==> src/rtl/led_slot_scheduler.sv <==
// Frame scheduler for the pulse-oximeter front end: alternates RED/IR slots, blanks
// the ADC while the analog path settles, then averages 2^SAMPLE_LOG2 samples per slot.
module led_slot_scheduler #(
    parameter int SETTLE_CYCLES = 2,
    parameter int SAMPLE_LOG2   = 3
) (
    input  logic       CLK,
    input  logic       rst_n,
    input  logic       enable,
    input  logic       cfg_valid,
    input  logic [6:0] red_dc,
    input  logic [3:0] red_pga,
    input  logic [6:0] ir_dc,
    input  logic [3:0] ir_pga,
    input  logic [7:0] ADC,
    output logic       LED_RED,
    output logic       LED_IR,
    output logic [6:0] DC_Comp,
    output logic [3:0] PGA_Gain,
    output logic [7:0] RED_ADC_Value,
    output logic [7:0] IR_ADC_Value,
    output logic       sample_valid,
    output logic       sample_is_ir,
    output logic       busy
);
    localparam logic [2:0] ST_IDLE       = 3'd0;
    localparam logic [2:0] ST_RED_SETTLE = 3'd1;
    localparam logic [2:0] ST_RED_SAMPLE = 3'd2;
    localparam logic [2:0] ST_IR_SETTLE  = 3'd3;
    localparam logic [2:0] ST_IR_SAMPLE  = 3'd4;

    localparam int ACC_W = 8 + SAMPLE_LOG2;
    localparam int CNT_W = 16;
    localparam logic [CNT_W-1:0] SETTLE_LAST = CNT_W'(SETTLE_CYCLES - 1);
    localparam logic [CNT_W-1:0] SAMPLE_LAST = CNT_W'((1 << SAMPLE_LOG2) - 1);

    logic [2:0]       state_q, state_d;
    logic [CNT_W-1:0] cnt_q, cnt_d;
    logic [ACC_W-1:0] acc_q, acc_d, acc_sum;
    logic             cfg_loaded_q, cfg_loaded_d;
    logic [6:0]       sh_red_dc_q, sh_red_dc_d, sh_ir_dc_q, sh_ir_dc_d;
    logic [3:0]       sh_red_pga_q, sh_red_pga_d, sh_ir_pga_q, sh_ir_pga_d;
    logic [6:0]       snap_red_dc_q, snap_red_dc_d, snap_ir_dc_q, snap_ir_dc_d;
    logic [3:0]       snap_red_pga_q, snap_red_pga_d, snap_ir_pga_q, snap_ir_pga_d;
    logic             led_red_q, led_red_d, led_ir_q, led_ir_d;
    logic [6:0]       dc_q, dc_d;
    logic [3:0]       pga_q, pga_d;
    logic [7:0]       red_val_q, red_val_d, ir_val_q, ir_val_d;
    logic             sv_q, sv_d, sir_q, sir_d, busy_q, busy_d;
    logic             take_snap;

    // The accumulated sum includes the current sample so the final edge can publish directly.
    assign acc_sum = acc_q + ACC_W'(ADC);

    always_comb begin
        state_d        = state_q;
        cnt_d          = cnt_q;
        acc_d          = acc_q;
        cfg_loaded_d   = cfg_loaded_q;
        sh_red_dc_d    = sh_red_dc_q;
        sh_red_pga_d   = sh_red_pga_q;
        sh_ir_dc_d     = sh_ir_dc_q;
        sh_ir_pga_d    = sh_ir_pga_q;
        snap_red_dc_d  = snap_red_dc_q;
        snap_red_pga_d = snap_red_pga_q;
        snap_ir_dc_d   = snap_ir_dc_q;
        snap_ir_pga_d  = snap_ir_pga_q;
        red_val_d      = red_val_q;
        ir_val_d       = ir_val_q;
        dc_d           = dc_q;
        pga_d          = pga_q;
        sv_d           = 1'b0;
        sir_d          = 1'b0;
        take_snap      = 1'b0;

        if (cfg_valid) begin
            cfg_loaded_d = 1'b1;
            sh_red_dc_d  = red_dc;
            sh_red_pga_d = red_pga;
            sh_ir_dc_d   = ir_dc;
            sh_ir_pga_d  = ir_pga;
        end

        case (state_q)
            ST_IDLE: begin
                if (enable && (cfg_loaded_q || cfg_valid)) begin
                    state_d   = ST_RED_SETTLE;
                    take_snap = 1'b1;
                end
            end
            ST_RED_SETTLE: begin
                if (!enable)                  state_d = ST_IDLE;
                else if (cnt_q == SETTLE_LAST) state_d = ST_RED_SAMPLE;
                else                           cnt_d   = cnt_q + CNT_W'(1);
            end
            ST_RED_SAMPLE: begin
                // Publishing the result wins over an abort on the final sample edge.
                if (cnt_q == SAMPLE_LAST) begin
                    red_val_d = acc_sum[SAMPLE_LOG2 +: 8];
                    sv_d      = 1'b1;
                    state_d   = enable ? ST_IR_SETTLE : ST_IDLE;
                end else if (!enable) begin
                    state_d = ST_IDLE;
                end else begin
                    acc_d = acc_sum;
                    cnt_d = cnt_q + CNT_W'(1);
                end
            end
            ST_IR_SETTLE: begin
                if (!enable)                  state_d = ST_IDLE;
                else if (cnt_q == SETTLE_LAST) state_d = ST_IR_SAMPLE;
                else                           cnt_d   = cnt_q + CNT_W'(1);
            end
            ST_IR_SAMPLE: begin
                if (cnt_q == SAMPLE_LAST) begin
                    ir_val_d = acc_sum[SAMPLE_LOG2 +: 8];
                    sv_d     = 1'b1;
                    sir_d    = 1'b1;
                    if (enable) begin
                        state_d   = ST_RED_SETTLE;
                        take_snap = 1'b1;
                    end else begin
                        state_d = ST_IDLE;
                    end
                end else if (!enable) begin
                    state_d = ST_IDLE;
                end else begin
                    acc_d = acc_sum;
                    cnt_d = cnt_q + CNT_W'(1);
                end
            end
            default: state_d = ST_IDLE;
        endcase

        if (state_d != state_q) begin
            cnt_d = '0;
            acc_d = '0;
        end

        // Frame snapshot; a strobe on the frame-start edge bypasses the shadow registers.
        if (take_snap) begin
            snap_red_dc_d  = cfg_valid ? red_dc  : sh_red_dc_q;
            snap_red_pga_d = cfg_valid ? red_pga : sh_red_pga_q;
            snap_ir_dc_d   = cfg_valid ? ir_dc   : sh_ir_dc_q;
            snap_ir_pga_d  = cfg_valid ? ir_pga  : sh_ir_pga_q;
        end

        if (state_d == ST_RED_SETTLE && state_q != ST_RED_SETTLE) begin
            dc_d  = snap_red_dc_d;
            pga_d = snap_red_pga_d;
        end else if (state_d == ST_IR_SETTLE && state_q != ST_IR_SETTLE) begin
            dc_d  = snap_ir_dc_d;
            pga_d = snap_ir_pga_d;
        end

        led_red_d = (state_d == ST_RED_SETTLE) || (state_d == ST_RED_SAMPLE);
        led_ir_d  = (state_d == ST_IR_SETTLE)  || (state_d == ST_IR_SAMPLE);
        busy_d    = (state_d != ST_IDLE);
    end

    always_ff @(posedge CLK or negedge rst_n) begin
        if (!rst_n) begin
            state_q        <= ST_IDLE;
            cnt_q          <= '0;
            acc_q          <= '0;
            cfg_loaded_q   <= 1'b0;
            sh_red_dc_q    <= '0;
            sh_red_pga_q   <= '0;
            sh_ir_dc_q     <= '0;
            sh_ir_pga_q    <= '0;
            snap_red_dc_q  <= '0;
            snap_red_pga_q <= '0;
            snap_ir_dc_q   <= '0;
            snap_ir_pga_q  <= '0;
            led_red_q      <= 1'b0;
            led_ir_q       <= 1'b0;
            dc_q           <= '0;
            pga_q          <= '0;
            red_val_q      <= '0;
            ir_val_q       <= '0;
            sv_q           <= 1'b0;
            sir_q          <= 1'b0;
            busy_q         <= 1'b0;
        end else begin
            state_q        <= state_d;
            cnt_q          <= cnt_d;
            acc_q          <= acc_d;
            cfg_loaded_q   <= cfg_loaded_d;
            sh_red_dc_q    <= sh_red_dc_d;
            sh_red_pga_q   <= sh_red_pga_d;
            sh_ir_dc_q     <= sh_ir_dc_d;
            sh_ir_pga_q    <= sh_ir_pga_d;
            snap_red_dc_q  <= snap_red_dc_d;
            snap_red_pga_q <= snap_red_pga_d;
            snap_ir_dc_q   <= snap_ir_dc_d;
            snap_ir_pga_q  <= snap_ir_pga_d;
            led_red_q      <= led_red_d;
            led_ir_q       <= led_ir_d;
            dc_q           <= dc_d;
            pga_q          <= pga_d;
            red_val_q      <= red_val_d;
            ir_val_q       <= ir_val_d;
            sv_q           <= sv_d;
            sir_q          <= sir_d;
            busy_q         <= busy_d;
        end
    end

    assign LED_RED       = led_red_q;
    assign LED_IR        = led_ir_q;
    assign DC_Comp       = dc_q;
    assign PGA_Gain      = pga_q;
    assign RED_ADC_Value = red_val_q;
    assign IR_ADC_Value  = ir_val_q;
    assign sample_valid  = sv_q;
    assign sample_is_ir  = sir_q;
    assign busy          = busy_q;
endmodule

==> config.mk <==
export PLATFORM = sky130hd
export DESIGN_NAME = led_slot_scheduler
export DESIGN_NICKNAME = d
export VERILOG_FILES = /design/src/rtl/led_slot_scheduler.sv
export SDC_FILE = /design/constraint.sdc
export NUM_CORES = 1
export LEC_CHECK = 0
export BUFFER_PORTS_ARGS = -buffer_cell sky130_fd_sc_hd__buf_4
export CAP_MARGIN = 25
export CORE_MARGIN = 2
export CORE_UTILIZATION = 55
export CTS_CLUSTER_SIZE = 40
export DETAILED_ROUTE_END_ITERATION = 12
export GPL_TIMING_DRIVEN = 0
export PLACE_DENSITY = 0.77
export SLEW_MARGIN = 20
export SYNTH_ARGS = -nofsm -noshare
export SYNTH_HDL_FRONTEND = slang
export SYNTH_SLANG_ARGS = --single-unit
==> constraint.sdc <==
create_clock -name CLK -period 2.85 [get_ports CLK]
set_input_delay 0.57 -clock CLK [delete_from_list [all_inputs] [get_ports CLK]]
set_output_delay 0.57 -clock CLK [all_outputs]
set_load 0.02 [all_outputs]
==> impl_results.md <==
* Die Y-Extent at 95.2 um
* Unique masters post-synth at 54
* H-tree levels at 3
* Postcts setup bufs at 0
* 1st-iter DRT viols at 138
* Maximum clock rate at 427 MHz
* Layout cell share with drive strength beyond 1 at 29.2%
* Antenna cell count at 0
* Die X at 95.2 um
* Die Footprint at 9060 um^2
* Largest family of logic cells by synthesized area: simple AND/OR/NAND/NOR gates
* PwrDens at 677 nW/um^2
* Final hold vios at 0
* Top Ports at 66
* #FFs+latches synth at 96
* Critical Path AT at 2.58 ns
* Global-route wire length before repair at 15000 um
* Final WL at 9210 um
* Post-place instance area at 5190 um^2
* TritonRoute pass-1 iters at 4
* WS Path Type: reg -> reg
* Final Non-Filler Cells at 602
* Worst-path cell chain: ha_1 -> fa_1 -> a211oi_1 -> o21bai_1 -> a21oi_1 -> nand3b_1 -> xor2_1 -> o21ai_0
* Rel. slew slack at 43.5%
* Vias post-DR at 3220
* Post-DR wirelength/cell at 15.3 um
* CTS Sinks at 96
* Worst setup SP type: flip-flop
* CP max stage delay at 0.43 ns
* Top cells by area, synth: dfrtp_1 53%, mux2_2 9.9%, nand2_1 4.6%, xnor2_1 4.6%, nor2_1 3.6%
* Worst min-delay path class: in -> async
* DRC at 0
* Seq/Total Area, Yosys at 52.5%
* CP max-delay cell: fa_1
* Clock Pin Slew Worst Setup and Hold Paths at 0.10 ns
* Placed insts at 586
* Post-synth EDFFs at 0
* Global route overflow at 0
* Synth Net Count at 461
* Status: finished clean
* Top cell type's share of synthesized area at 52.5%
* Buf/Inv on CP at 0
* Synth area leader: dfrtp_1
* IO Port Bufs at 65
* Share of the clock period used by the worst path at 82.1%
* Final setup vio count at 0
* GRT Resource Usage Total at 21.4%
* WP data required at 3.09 ns
* Gpl congestion at 0.901
* Adder-cell share of the synthesized area at 3.17%
* Setup crit end kind: flip-flop
* Synthesized-area fraction occupied by and/or/nand/nor cells at 17.0%
* RSZ-0062 raised after global routing: no
* Setup WS post-layout at 0.510 ns
* Post-synthesis compound-gate area fraction at 8.73%
* Nets at 537
* CTS max path bufs at 2
* Mux share of post-synthesis cell area at 9.85%
* Core Region at 8130 um^2
* Hold_ws at 0.250 ns
* Finished Core Util at 66.1%
* MaxCap Viol Count at 0
* Worst Tran Pin Value at 0.847 ns
* Mapped Area at 4570 um^2
* Clk_skew at 0.0145 ns
* Vias per inst at 5.35
* XOR/XNOR Fraction of Synth Area at 5.56%
* Mapped Avg Cell Area at 11.0 um^2
* Standard-cell rows at 33
* HPWL Detailed at 6720 um
* Cell count after synthesis at 416
* Initial antenna violation count at 0
* Ys Warns at 0
* Vias in the first global route at 3082
* Ys flop type: dfrtp_1
* Max-slew violation count at 0
* Antenna-violating nets left at 0
* Effective utilization at floorplan at 56.2%
* Post-CTS sizing at 0
* Total power at 3.64 mW
* CTS tree: built
* Cts bufs inserted at 9
* Cell family with most CP delay: compound AO/OA/AOI/OAI gates
* Non-Filler Cell Area, Final at 5370 um^2
* Fin crit period at 2.34 ns
* Maximum vdd ir drop at 0.000338 V
* Latest clock arrival within the worst-skew pair at 0.36 ns
* Leakage power at 2.38 nW
* Critical path fanouts, max at 3
* Total Neg Setup Slack at 0 ns
* Async S/R FF share, synth at 100%
* Largest net degree at the start of global routing at 97
* Worst slack, placed at 0.195 ns
* # hold bufs at CTS at 0
* Synth-to-Final Area Change at 17.5%
* CTS Root Cell: clkbuf_8
## report_power, final
group | internal (mW) | switching [mW]
registers | 1.59 | 0.134
logic | 0.477 | 0.625
clock network | 0.328 | 0.485
total | 2.40 | 1.24
## logic make-up (layout without fill, tap and decap cells)
| family | count (synthesis) | in the layout |
|---|---|---|
| mux | 40 | 40 |
| flops | 96 | 96 |
| compound gates | 62 | 62 |
| xor+xnor | 29 | 29 |
| fa+ha+maj | 11 | 11 |
| simple gates | 151 | 151 |
| buf+inv | 27 | 108 |
## cell type report
| cell class | count | area (um^2) |
|---|---|---|
| buffer | 19 | 111 |
| clock buffer | 10 | 128 |
| clock inverter | 6 | 51.3 |
| fill | 630 | 2760 |
| inverter | 8 | 30.0 |
| multi-input combinational | 293 | 2030 |
| sequential | 96 | 2400 |
| tap | 105 | 131 |
| timing repair buffer | 65 | 492 |
## path summary, 6_finish.rpt
kind                                     startpoint                      endpoint  slack [ns]  depth (start not counted)
setup / recovery               acc_q[0]$_DFFE_PN0P_  RED_ADC_Value[7]$_DFFE_PN0P_        0.51                          8
hold / removal                                rst_n          acc_q[2]$_DFFE_PN0P_        0.25                          1
setup reg to reg               acc_q[0]$_DFFE_PN0P_  RED_ADC_Value[7]$_DFFE_PN0P_        0.51                          8
hold reg to reg            cfg_loaded_q$_DFFE_PN0P_      cfg_loaded_q$_DFFE_PN0P_        0.46                          1
max in group asynchronous                     rst_n   IR_ADC_Value[3]$_DFFE_PN0P_        1.99                          1
min in group CLK                         red_pga[2]     sh_red_pga_q[2]$_DFF_PN0_        0.45                          2
## routing by layer
layer	vias up	global-route usage, %	part of all wire [%]
met4	0	7.00	1.2
li1	1599	-	-
met2	63	32.3	45
met5	-	0	0
met1	1547	31.8	50
met3	11	3.48	3.8
## cell usage in the layout (no fill, tap or decap), types with 2 or more instances in the layout
cell type   instances
and3_1              3
a31oi_1            11
xnor2_1            24
mux2_2             40
buf_1               3
a2111oi_1           3
buf_6               4
inv_1               8
a211oi_1            6
nand2b_1            5
nor2_1             44
nor4_4              2
clkinvlp_4          3
xor2_1              5
or3_1               4
clkbuf_1            4
buf_4              66
ha_1               10
buf_2               8
nor4b_1             4
nand4_1             5
o21bai_1            3
nand3_1             5
nor4_1              2
nand2_1            56
dfrtp_1            96
clkbuf_8            9
nor3_1              5
o21a_1              2
or2_2               4
o21ai_0             7
a21oi_1            19
## cells in the mapped netlist, types with 2 or more instances
library cell,n
buf_4,2
mux2_2,40
or2_2,4
ha_1,10
dfrtp_1,96
nor4_1,2
nand2_1,56
buf_2,8
nor4b_1,4
nand2b_1,5
xor2_1,5
nand3_1,5
o21a_1,2
inv_1,8
a31oi_1,11
and3_1,3
clkbuf_1,3
a2111oi_1,3
o21bai_1,3
buf_1,3
or3_1,4
nor3_1,5
nor4_4,2
o21ai_0,7
buf_6,3
a21oi_1,19
a211oi_1,6
nor2_1,44
xnor2_1,24
nand4_1,5
## flip-flops by register name, indices dropped and copies added (netlist names), 3 cells and up
| name | cells |
|---|---|
| IR_ADC_Value | 8 |
| sh_ir_pga_q | 4 |
| snap_ir_dc_q | 7 |
| PGA_Gain | 4 |
| acc_q | 11 |
| snap_ir_pga_q | 4 |
| DC_Comp | 7 |
| RED_ADC_Value | 8 |
| sh_red_dc_q | 7 |
| cnt_q | 16 |
| state_q | 3 |
| sh_red_pga_q | 4 |
| sh_ir_dc_q | 7 |
No activity file was read; power rests on OpenSTA's default activity.
